--- src/rtl/id_stage.sv ---
// ---------------------------------------------------------------------------
// id_stage -- instruction decode stage.
//
// Takes the fetch stage's {pc, instruction} stream into an IF/ID register,
// reads a 32x32 register file (written by write-back), resolves
// BEZ/BNE/JMP combinationally and redirects fetch, and drives a registered
// ID/EX bundle to execute.
//
// Optional feature macro: ID_WB_BYPASS_EN
//   defined   : a write-back in the same cycle as the read is forwarded to
//               rs/rt (operands and branch compares), never for r0.
//   undefined : reads return the pre-write register contents.
//
// Ports
//   clk, rst            clock, synchronous active-high reset
//   if_pc, if_instruction   fetch stream
//   wb_we, wb_dest, wb_data register-file write port
//   branch_taken, branch_address  fetch redirect (combinational from IF/ID)
//   ex_*                registered ID/EX bundle
// ---------------------------------------------------------------------------
module id_stage (
    input  logic        clk,
    input  logic        rst,
    input  logic [31:0] if_pc,
    input  logic [31:0] if_instruction,
    input  logic        wb_we,
    input  logic [4:0]  wb_dest,
    input  logic [31:0] wb_data,
    output logic        branch_taken,
    output logic [31:0] branch_address,
    output logic [31:0] ex_pc,
    output logic [31:0] ex_val1,
    output logic [31:0] ex_val2,
    output logic [31:0] ex_imm,
    output logic        ex_use_imm,
    output logic [3:0]  ex_alu_cmd,
    output logic [4:0]  ex_dest,
    output logic        ex_wb_en,
    output logic        ex_mem_read,
    output logic        ex_mem_write
);

    localparam logic [5:0] OP_ADD  = 6'd1,  OP_SUB  = 6'd3,  OP_AND  = 6'd5;
    localparam logic [5:0] OP_OR   = 6'd6,  OP_NOR  = 6'd7,  OP_XOR  = 6'd8;
    localparam logic [5:0] OP_SLA  = 6'd9,  OP_SLL  = 6'd10, OP_SRA  = 6'd11;
    localparam logic [5:0] OP_SRL  = 6'd12, OP_ADDI = 6'd32, OP_SUBI = 6'd33;
    localparam logic [5:0] OP_LD   = 6'd36, OP_ST   = 6'd37, OP_BEZ  = 6'd40;
    localparam logic [5:0] OP_BNE  = 6'd41, OP_JMP  = 6'd42;

    // IF/ID register
    logic [31:0] r_pc_id;
    logic [31:0] r_instr_id;
    logic        r_valid_id;

    // register file; r0 is never written so it always reads 0
    logic [31:0] r_regs [32];

    logic [5:0]  w_op;
    logic [4:0]  w_rs, w_rt, w_rd;
    logic [31:0] w_imm;
    logic [31:0] w_rs_val, w_rt_val;

    assign w_op  = r_instr_id[31:26];
    assign w_rs  = r_instr_id[25:21];
    assign w_rt  = r_instr_id[20:16];
    assign w_rd  = r_instr_id[15:11];
    assign w_imm = {{16{r_instr_id[15]}}, r_instr_id[15:0]};

    always_comb begin
        w_rs_val = r_regs[w_rs];
        w_rt_val = r_regs[w_rt];
`ifdef ID_WB_BYPASS_EN
        if (wb_we && (wb_dest != 5'd0) && (wb_dest == w_rs)) w_rs_val = wb_data;
        if (wb_we && (wb_dest != 5'd0) && (wb_dest == w_rt)) w_rt_val = wb_data;
`endif
    end

    // ---------------- decode ----------------
    logic       w_live;      // instruction produces a non-bubble ID/EX entry
    logic       w_rtype;
    logic       w_use_imm, w_wb_en, w_mem_read, w_mem_write;
    logic [3:0] w_alu_cmd;
    logic [4:0] w_dest;

    always_comb begin
        w_live      = 1'b0;
        w_rtype     = 1'b0;
        w_use_imm   = 1'b0;
        w_wb_en     = 1'b0;
        w_mem_read  = 1'b0;
        w_mem_write = 1'b0;
        w_alu_cmd   = 4'b0000;
        w_dest      = 5'd0;
        case (w_op)
            OP_ADD:  begin w_rtype = 1'b1; w_alu_cmd = 4'b0000; end
            OP_SUB:  begin w_rtype = 1'b1; w_alu_cmd = 4'b0010; end
            OP_AND:  begin w_rtype = 1'b1; w_alu_cmd = 4'b0100; end
            OP_OR:   begin w_rtype = 1'b1; w_alu_cmd = 4'b0101; end
            OP_NOR:  begin w_rtype = 1'b1; w_alu_cmd = 4'b0110; end
            OP_XOR:  begin w_rtype = 1'b1; w_alu_cmd = 4'b0111; end
            OP_SLA:  begin w_rtype = 1'b1; w_alu_cmd = 4'b1000; end
            OP_SLL:  begin w_rtype = 1'b1; w_alu_cmd = 4'b1000; end
            OP_SRA:  begin w_rtype = 1'b1; w_alu_cmd = 4'b1001; end
            OP_SRL:  begin w_rtype = 1'b1; w_alu_cmd = 4'b1010; end
            OP_ADDI: begin w_live = 1'b1; w_use_imm = 1'b1; w_wb_en = 1'b1; w_dest = w_rt; end
            OP_SUBI: begin w_live = 1'b1; w_use_imm = 1'b1; w_wb_en = 1'b1; w_dest = w_rt;
                           w_alu_cmd = 4'b0010; end
            OP_LD:   begin w_live = 1'b1; w_use_imm = 1'b1; w_wb_en = 1'b1; w_dest = w_rt;
                           w_mem_read = 1'b1; end
            OP_ST:   begin w_live = 1'b1; w_use_imm = 1'b1; w_mem_write = 1'b1; end
            default: ;  // NOP, branches, undefined opcodes: bubble
        endcase
        if (w_rtype) begin
            w_live  = 1'b1;
            w_wb_en = 1'b1;
            w_dest  = w_rd;
        end
        if (!r_valid_id) w_live = 1'b0;
    end

    // ---------------- branch resolve ----------------
    assign branch_taken = r_valid_id &
                          (((w_op == OP_BEZ) && (w_rs_val == 32'd0)) ||
                           ((w_op == OP_BNE) && (w_rs_val != w_rt_val)) ||
                            (w_op == OP_JMP));
    assign branch_address = r_pc_id + 32'd4 + {w_imm[29:0], 2'b00};

    // ---------------- IF/ID ----------------
    always_ff @(posedge clk) begin
        if (rst) begin
            r_pc_id    <= 32'd0;
            r_instr_id <= 32'd0;
            r_valid_id <= 1'b0;
        end else begin
            r_pc_id    <= if_pc;
            r_instr_id <= if_instruction;
            r_valid_id <= ~branch_taken;   // flush the wrong-path fetch
        end
    end

    // ---------------- register file ----------------
    always_ff @(posedge clk) begin
        if (rst) begin
            for (int i = 0; i < 32; i++) r_regs[i] <= 32'd0;
        end else if (wb_we && (wb_dest != 5'd0)) begin
            r_regs[wb_dest] <= wb_data;
        end
    end

    // ---------------- ID/EX ----------------
    // Bubbles (reset, flushed slot, NOP, branch, undefined) clear the whole bundle.
    always_ff @(posedge clk) begin
        if (rst || !w_live) begin
            ex_pc        <= 32'd0;
            ex_val1      <= 32'd0;
            ex_val2      <= 32'd0;
            ex_imm       <= 32'd0;
            ex_use_imm   <= 1'b0;
            ex_alu_cmd   <= 4'b0000;
            ex_dest      <= 5'd0;
            ex_wb_en     <= 1'b0;
            ex_mem_read  <= 1'b0;
            ex_mem_write <= 1'b0;
        end else begin
            ex_pc        <= r_pc_id;
            ex_val1      <= w_rs_val;
            ex_val2      <= w_rt_val;
            ex_imm       <= w_imm;
            ex_use_imm   <= w_use_imm;
            ex_alu_cmd   <= w_alu_cmd;
            ex_dest      <= w_dest;
            ex_wb_en     <= w_wb_en;
            ex_mem_read  <= w_mem_read;
            ex_mem_write <= w_mem_write;
        end
    end

endmodule

--- config.mk ---
export PLATFORM = sky130hd
export DESIGN_NAME = id_stage
export DESIGN_NICKNAME = d
export VERILOG_FILES = /design/src/rtl/id_stage.sv
export SDC_FILE = /design/constraint.sdc
export NUM_CORES = 2
export LEC_CHECK = 0
export BUFFER_PORTS_ARGS = -buffer_cell sky130_fd_sc_hd__buf_2
export CAP_MARGIN = 15
export CELL_PAD_IN_SITES_DETAIL_PLACEMENT = 0
export CELL_PAD_IN_SITES_GLOBAL_PLACEMENT = 2
export CORE_ASPECT_RATIO = 0.8
export CORE_UTILIZATION = 42
export CTS_BUF_LIST = sky130_fd_sc_hd__clkbuf_8
export DETAILED_ROUTE_END_ITERATION = 6
export PLACE_DENSITY = 0.86
export SETUP_SLACK_MARGIN = 0.05
export SYNTH_ARGS = -nofsm -noshare
export SYNTH_HDL_FRONTEND = slang
export SYNTH_SLANG_ARGS = --single-unit
--- constraint.sdc ---
create_clock -name clk -period 5.4 [get_ports clk]
set_input_delay 0.54 -clock clk [delete_from_list [all_inputs] [get_ports clk]]
set_output_delay 0.54 -clock clk [all_outputs]
set_load 0.02 [all_outputs]
=== Yosys cells after proc, flatten, opt, wreduce, memory -nomap -nowiden ===
Memories as Yosys holds them, arrays and structs flattened. A register that Yosys moved wholly into a read port is not among the register bits.
Cells that the tools add are included.
W data, S select, Z words.

* Register bits after elaboration: 190
* Memory bits (writable): 1024
* Output and inout bits: 174
* Logic and storage cells: 72
* Memories kept: 1

{| class="wikitable"
|+ Memory list
! name !! depth !! width !! read ports !! clocked after Yosys merged registers in !! write ports !! RTL line !! source
|-
| r_regs || 32 || 32 || 2 || 2 || 32 || 56 || <nowiki>logic [31:0] r_regs [32];</nowiki>
|}

* $add $sub $neg: 2
* Eq/ne operators: 18
* Multiplexer cells: 21
* Bitwise operators: 2
* Reduce and logical (&&, ||, !) cells: 15

{| class="wikitable"
|+ Operators by type and width
! kind !! count
|-
| $eq A6 B6 Y1 const B || 7
|-
| $add A32 B3 Y32 const B || 1
|-
| $add A32 B32 Y32 || 1
|-
| $logic_not A32 Y1 || 1
|-
| $mux W32 || 1
|-
| $ne A32 B32 Y1 || 1
|-
| $pmux W4 S8 || 1
|-
| $reduce_or A32 Y1 || 1
|-
| $eq A6 B4 Y1 const B || 5
|-
| $mux W5 || 5
|-
| $eq A6 B3 Y1 const B || 3
|-
| $mux W1 || 14
|-
| $reduce_or A10 Y1 || 1
|-
| $eq A6 B1 Y1 const B || 1
|-
| $eq A6 B2 Y1 const B || 1
|-
| $reduce_bool A5 Y1 || 1
|-
| $reduce_or A2 Y1 || 2
|-
| $reduce_or A4 Y1 || 1
|-
| $logic_and A1 B1 Y1 || 3
|-
| $logic_or A1 B1 Y1 || 3
|-
| $reduce_or A3 Y1 || 1
|-
| $and A1 B1 Y1 || 1
|-
| $logic_not A1 Y1 || 1
|-
| $not A1 Y1 || 1
|}

=== Depth between registers and ports, before layout ===
* Depth after elaboration: 7
* Gate-level depth with buffers: 14
* Mapped depth without buffers: 14

=== Least setup slack after synthesis ===
No wires, ideal clock.

* Kind: input -> register
* Start: input port rst
* End: memory r_regs[24][0], enable pin
* Arrival: 3.529 ns
* Data required time: 4.934 ns
* Setup slack: 1.405 ns
* Stages: 6
* Cell sequence: inv_1 -> nand2_1 -> nor2_1 -> nand3b_1 -> clkbuf_1 -> o21ai_0

{| class="wikitable"
|+ RTL lines
! element !! RTL line !! source
|-
| start: declaration || 23 || <nowiki>input logic rst,</nowiki>
|-
| end: declaration || 56 ||
|}

==> results.cfg <==
[setup_path]
crit_required_ps = 4860
reg2reg_slack_ps = 1660
start_kind = flop
highest_fanout_seen_on_the_critical_path = 11
critical_path_class = flop to output pin
critical_path.slowest_cell = dfxtp_1
worst-endpoint-arrival_ps = 4870
path_common_cell = buf_4
worstPathCellList = and3b_2 > buf_4 > a22oi_1 > nand2_1 > a211o_1 > xor2_1 > nor4_2 > nand4_1 > nor2_4 > buf_6 > o21ai_4 > buf_4 > buf_2
cpPeakStageDelay_ps = 690
timing.critical_path.to_type = output pin

[detailed_routing]
drt-vias-per-instance = 6.19
detail-route-antenna-nets = 0
drc = 0
finalWirelength_um = 227000
first_iter_violations = 6535
first_pass_iters = 5
detailroute.via_count = 42700
avgRoutedWirePerCell_um = 32.8

[synthesis]
synthMuxAreaShare = 0.183
synthFlopType = edfxtp_1
synth_area_in_simple_gates = 0.143
netlist_area_um2 = 61500
ys.warnings.count = 0
synth_xor_area_frac = 0.00812
cell_taking_the_most_area_after_synthesis = edfxtp_1
synth-adder-area-share = 0.0119
flip_flop_and_latch_count_after_synthesis = 1214
synth_compound_gate_area_share = 0.0576
yosys-top-cells-area = edfxtp_1, mux4_2, and2_1
synth_enable_flop_cells = 1024
yosysUniqueCellTypes = 64
synth_top_family_by_area = multiplexers
synth.avg_cell_area_um2 = 14.0
ys_async_sr_fraction = 0
synth_cells = 4405
synth-seq-area-share = 0.562
post_synth_top_area_share = 0.500

[global_route]
wire_length_of_the_first_global_routing_pass_um = 312000
grt_antenna_before_repair = 23
first_global_vias = 41200
overflow = 0
grtUsageTotal = 0.302
maximum_number_of_pins_on_one_net_before_global_route_repair = 75

[pwr]
leakage_nw = 26.1
clkPwrFrac = 0.363
internal_power_mw = 15.9
totalPowerFinal_mw = 21.9
comb_power_share = 0.138
total_switching_power_mw = 5.99
netSwitchingFraction = 0.274
p_per_area_nw_per_um2 = 305
power_frac_seq = 0.500
ir_drop_mv = 0.184

[status]
violations = negative setup slack
run_status = finished, violations left

[sta]
fin_ws_ps = -5.86
relSlewSlack = 0.196
worstMarginPinSlew_ps = 1200
achievable-frequency_mhz = 185
grt_setup_unrepaired = true
finalMaxSlewViolations = 0
fin_crit_ps = 5410
setup_total_negative_slack_ps = -5.86
final-hold-violation-count = 0
finalSetupViolCount = 1
skew_ps = 46.5
post-route-period-util = 1.00

[cells_and_area]
final_net_count = 4987
finalInstanceArea_um2 = 71700
n_fill_cell = 12400
syn2layout_area_growth_pct = 16.6
drive_above_1_share = 0.274
multi_input_area_um2 = 25900
final_cells = 6899
area.sequential_um2 = 34600

[clock_tree]
h_tree_depth = 4
clk_transition_reported_paths_ps = 70
cts_max_path_buffers = 3
tritoncts = done
cts.sinks = 1214
cts_buffers = 199
clockRootBuffer = clkbuf_8
worst_skew_pair.late_latency_ps = 970

[min_path]
hold_class = input pin to flop

[place]
place.port_buffers = 277
dp_hpwl_um = 140000
setup_slack_placement_ps = -411
place_congestion = 0.962
placement.cell_area_um2 = 65900
dpl.cell_count = 6401

[floorplan]
core-area_um2 = 145000
placementRows = 125
starting_density_of_the_core = 0.423
design.portCount = 278
die-area_um2 = 148000
die_w_um = 430
die-height_um = 344

[flow_run]
timing.max_cap.violations = 0
## sequential cells by signal (all words and copies together), names as in the netlist
signal        cells
ex_imm           16
ex_mem_write      1
ex_val1          32
ex_dest           5
ex_mem_read       1
ex_wb_en          1
ex_alu_cmd        4
ex_val2          32
r_instr_id       32
r_regs         1024
r_valid_id        1
ex_pc            32
ex_use_imm        1
r_pc_id          32
## cells in the final DEF (no fill, tap or decap), types with 10 or more instances in the layout
| cell | synthesis | layout |
|---|---|---|
| edfxtp_1 | 1024 | 1024 |
| o211a_1 | 16 | 16 |
| nor3_1 | 15 | 15 |
| xnor2_1 | 26 | 26 |
| a221oi_1 | 52 | 51 |
| clkbuf_8 | 0 | 223 |
| buf_12 | 0 | 26 |
| a22oi_2 | 0 | 21 |
| conb_1 | 1 | 32 |
| buf_6 | 14 | 15 |
| nor2_2 | 0 | 13 |
| buf_4 | 56 | 227 |
| and2_1 | 1093 | 1092 |
| clkinv_2 | 0 | 25 |
| o21ai_4 | 0 | 32 |
| diode_2 | 0 | 14 |
| buf_16 | 0 | 11 |
| a21o_1 | 10 | 10 |
| clkinv_1 | 0 | 34 |
| ha_1 | 57 | 57 |
| nand2_1 | 63 | 63 |
| mux2i_1 | 254 | 254 |
| o211ai_1 | 34 | 34 |
| nor2b_1 | 75 | 71 |
| nor2_4 | 0 | 24 |
| dfxtp_1 | 190 | 184 |
| mux2_2 | 25 | 25 |
| o21ai_1 | 6 | 10 |
| nand2b_1 | 23 | 22 |
| dlygate4sd3_1 | 0 | 64 |
| xor2_1 | 31 | 27 |
| a22oi_1 | 176 | 155 |
| nand4_1 | 45 | 45 |
| a211o_1 | 13 | 13 |
| nor2_1 | 91 | 55 |
| inv_1 | 16 | 74 |
| buf_2 | 51 | 276 |
| mux4_2 | 375 | 375 |
| a21oi_1 | 53 | 53 |
| o21ai_0 | 87 | 51 |
## worst paths after layout
check / start / endpoint / cells after the start
max: r_instr_id[19] / branch_taken / 13
min: wb_data[23] / r_regs[12][23] / 2
max reg2reg: r_instr_id[21] / r_valid_id / 13
min reg2reg: r_pc_id[14] / ex_pc[14] / 1
## cell type report
| type | count | area share |
|---|---|---|
| flip-flops and latches | 1214 | 0.482 |
| multi-input cells | 2767 | 0.361 |
| clock inverters | 133 | 0.0101 |
| clock buffers | 223 | 0.0428 |
| inverters | 16 | 0.000890 |
| well taps | 1905 | 0.0333 |
| repair buffers | 627 | 0.0690 |
| diodes | 14 | 0.000489 |
## critical path: cells and delay by family (launching register included)
kind	cells	cell delay (ps)
AND/OR/NAND/NOR	5	1540
buffers and inverters	4	760
XOR/XNOR	1	200
AO/OA/AOI/OAI	3	710
flip-flops	1	690
## what timing repair did
action,4_1_cts,5_1_grt
pin swaps,28,8
endpoints found under the hold margin,64,0
hold buffers,64,0
gates resized for setup,86,10
endpoints found under the setup margin,1,4
gates cloned,8,0
setup buffers,44,9
## synth_stat cells, types with 12 or more instances
master    instances
nor3_1           15
xor2_1           31
mux4_2          375
mux2i_1         254
and2_1         1093
a22oi_1         176
nor4_1           15
buf_2            51
buf_6            14
nand3_1          12
nand2b_1         23
nor2b_1          75
a221oi_1         52
xnor2_1          26
nand2_1          63
mux2_2           25
a21oi_1          53
inv_1            16
buf_1            12
a211o_1          13
edfxtp_1       1024
o21ai_0          87
dfxtp_1         190
buf_4            56
nand4_1          45
o211ai_1         34
nor2_1           91
clkbuf_1        307
ha_1             57
o211a_1          16
## power by group through the flow
stage / sequential [mW] / clock (mW) / combinational, mW
CTS: 10.9 / 8.02 / 2.90
floorplan: 11.0 / 0 / 1.61
detailed placement: 11.1 / 0 / 2.68
global placement: 11.1 / 0 / 2.68
finish: 10.9 / 7.93 / 3.01
global route: 11.0 / 8.38 / 3.09
## metal layers
metal  global-route usage  share of wire  wire length, µm  up-vias
met5                    0        0.00031               71        -
met4                0.138          0.048            10800       10
met3               0.0958           0.14            30600      533
met2                0.436           0.43            97300     3233
met1                0.415           0.39            87800    21500
li1                     -              -                -    17400
## cell families after synthesis
kind of cell / Yosys count
other cells: 1
fa+ha+maj: 58
xor+xnor: 57
mux: 654
compound gates: 498
flops: 1214
buf+inv: 456
simple gates: 1467
## stage by stage
stage	util	hold slack [ps]
floorplan	-	420
CTS	0.492	128
global route	0.493	204
global placement	0.454	429
finish	0.493	197
detailed placement	0.454	436
Power figures use the tool's default switching activity.
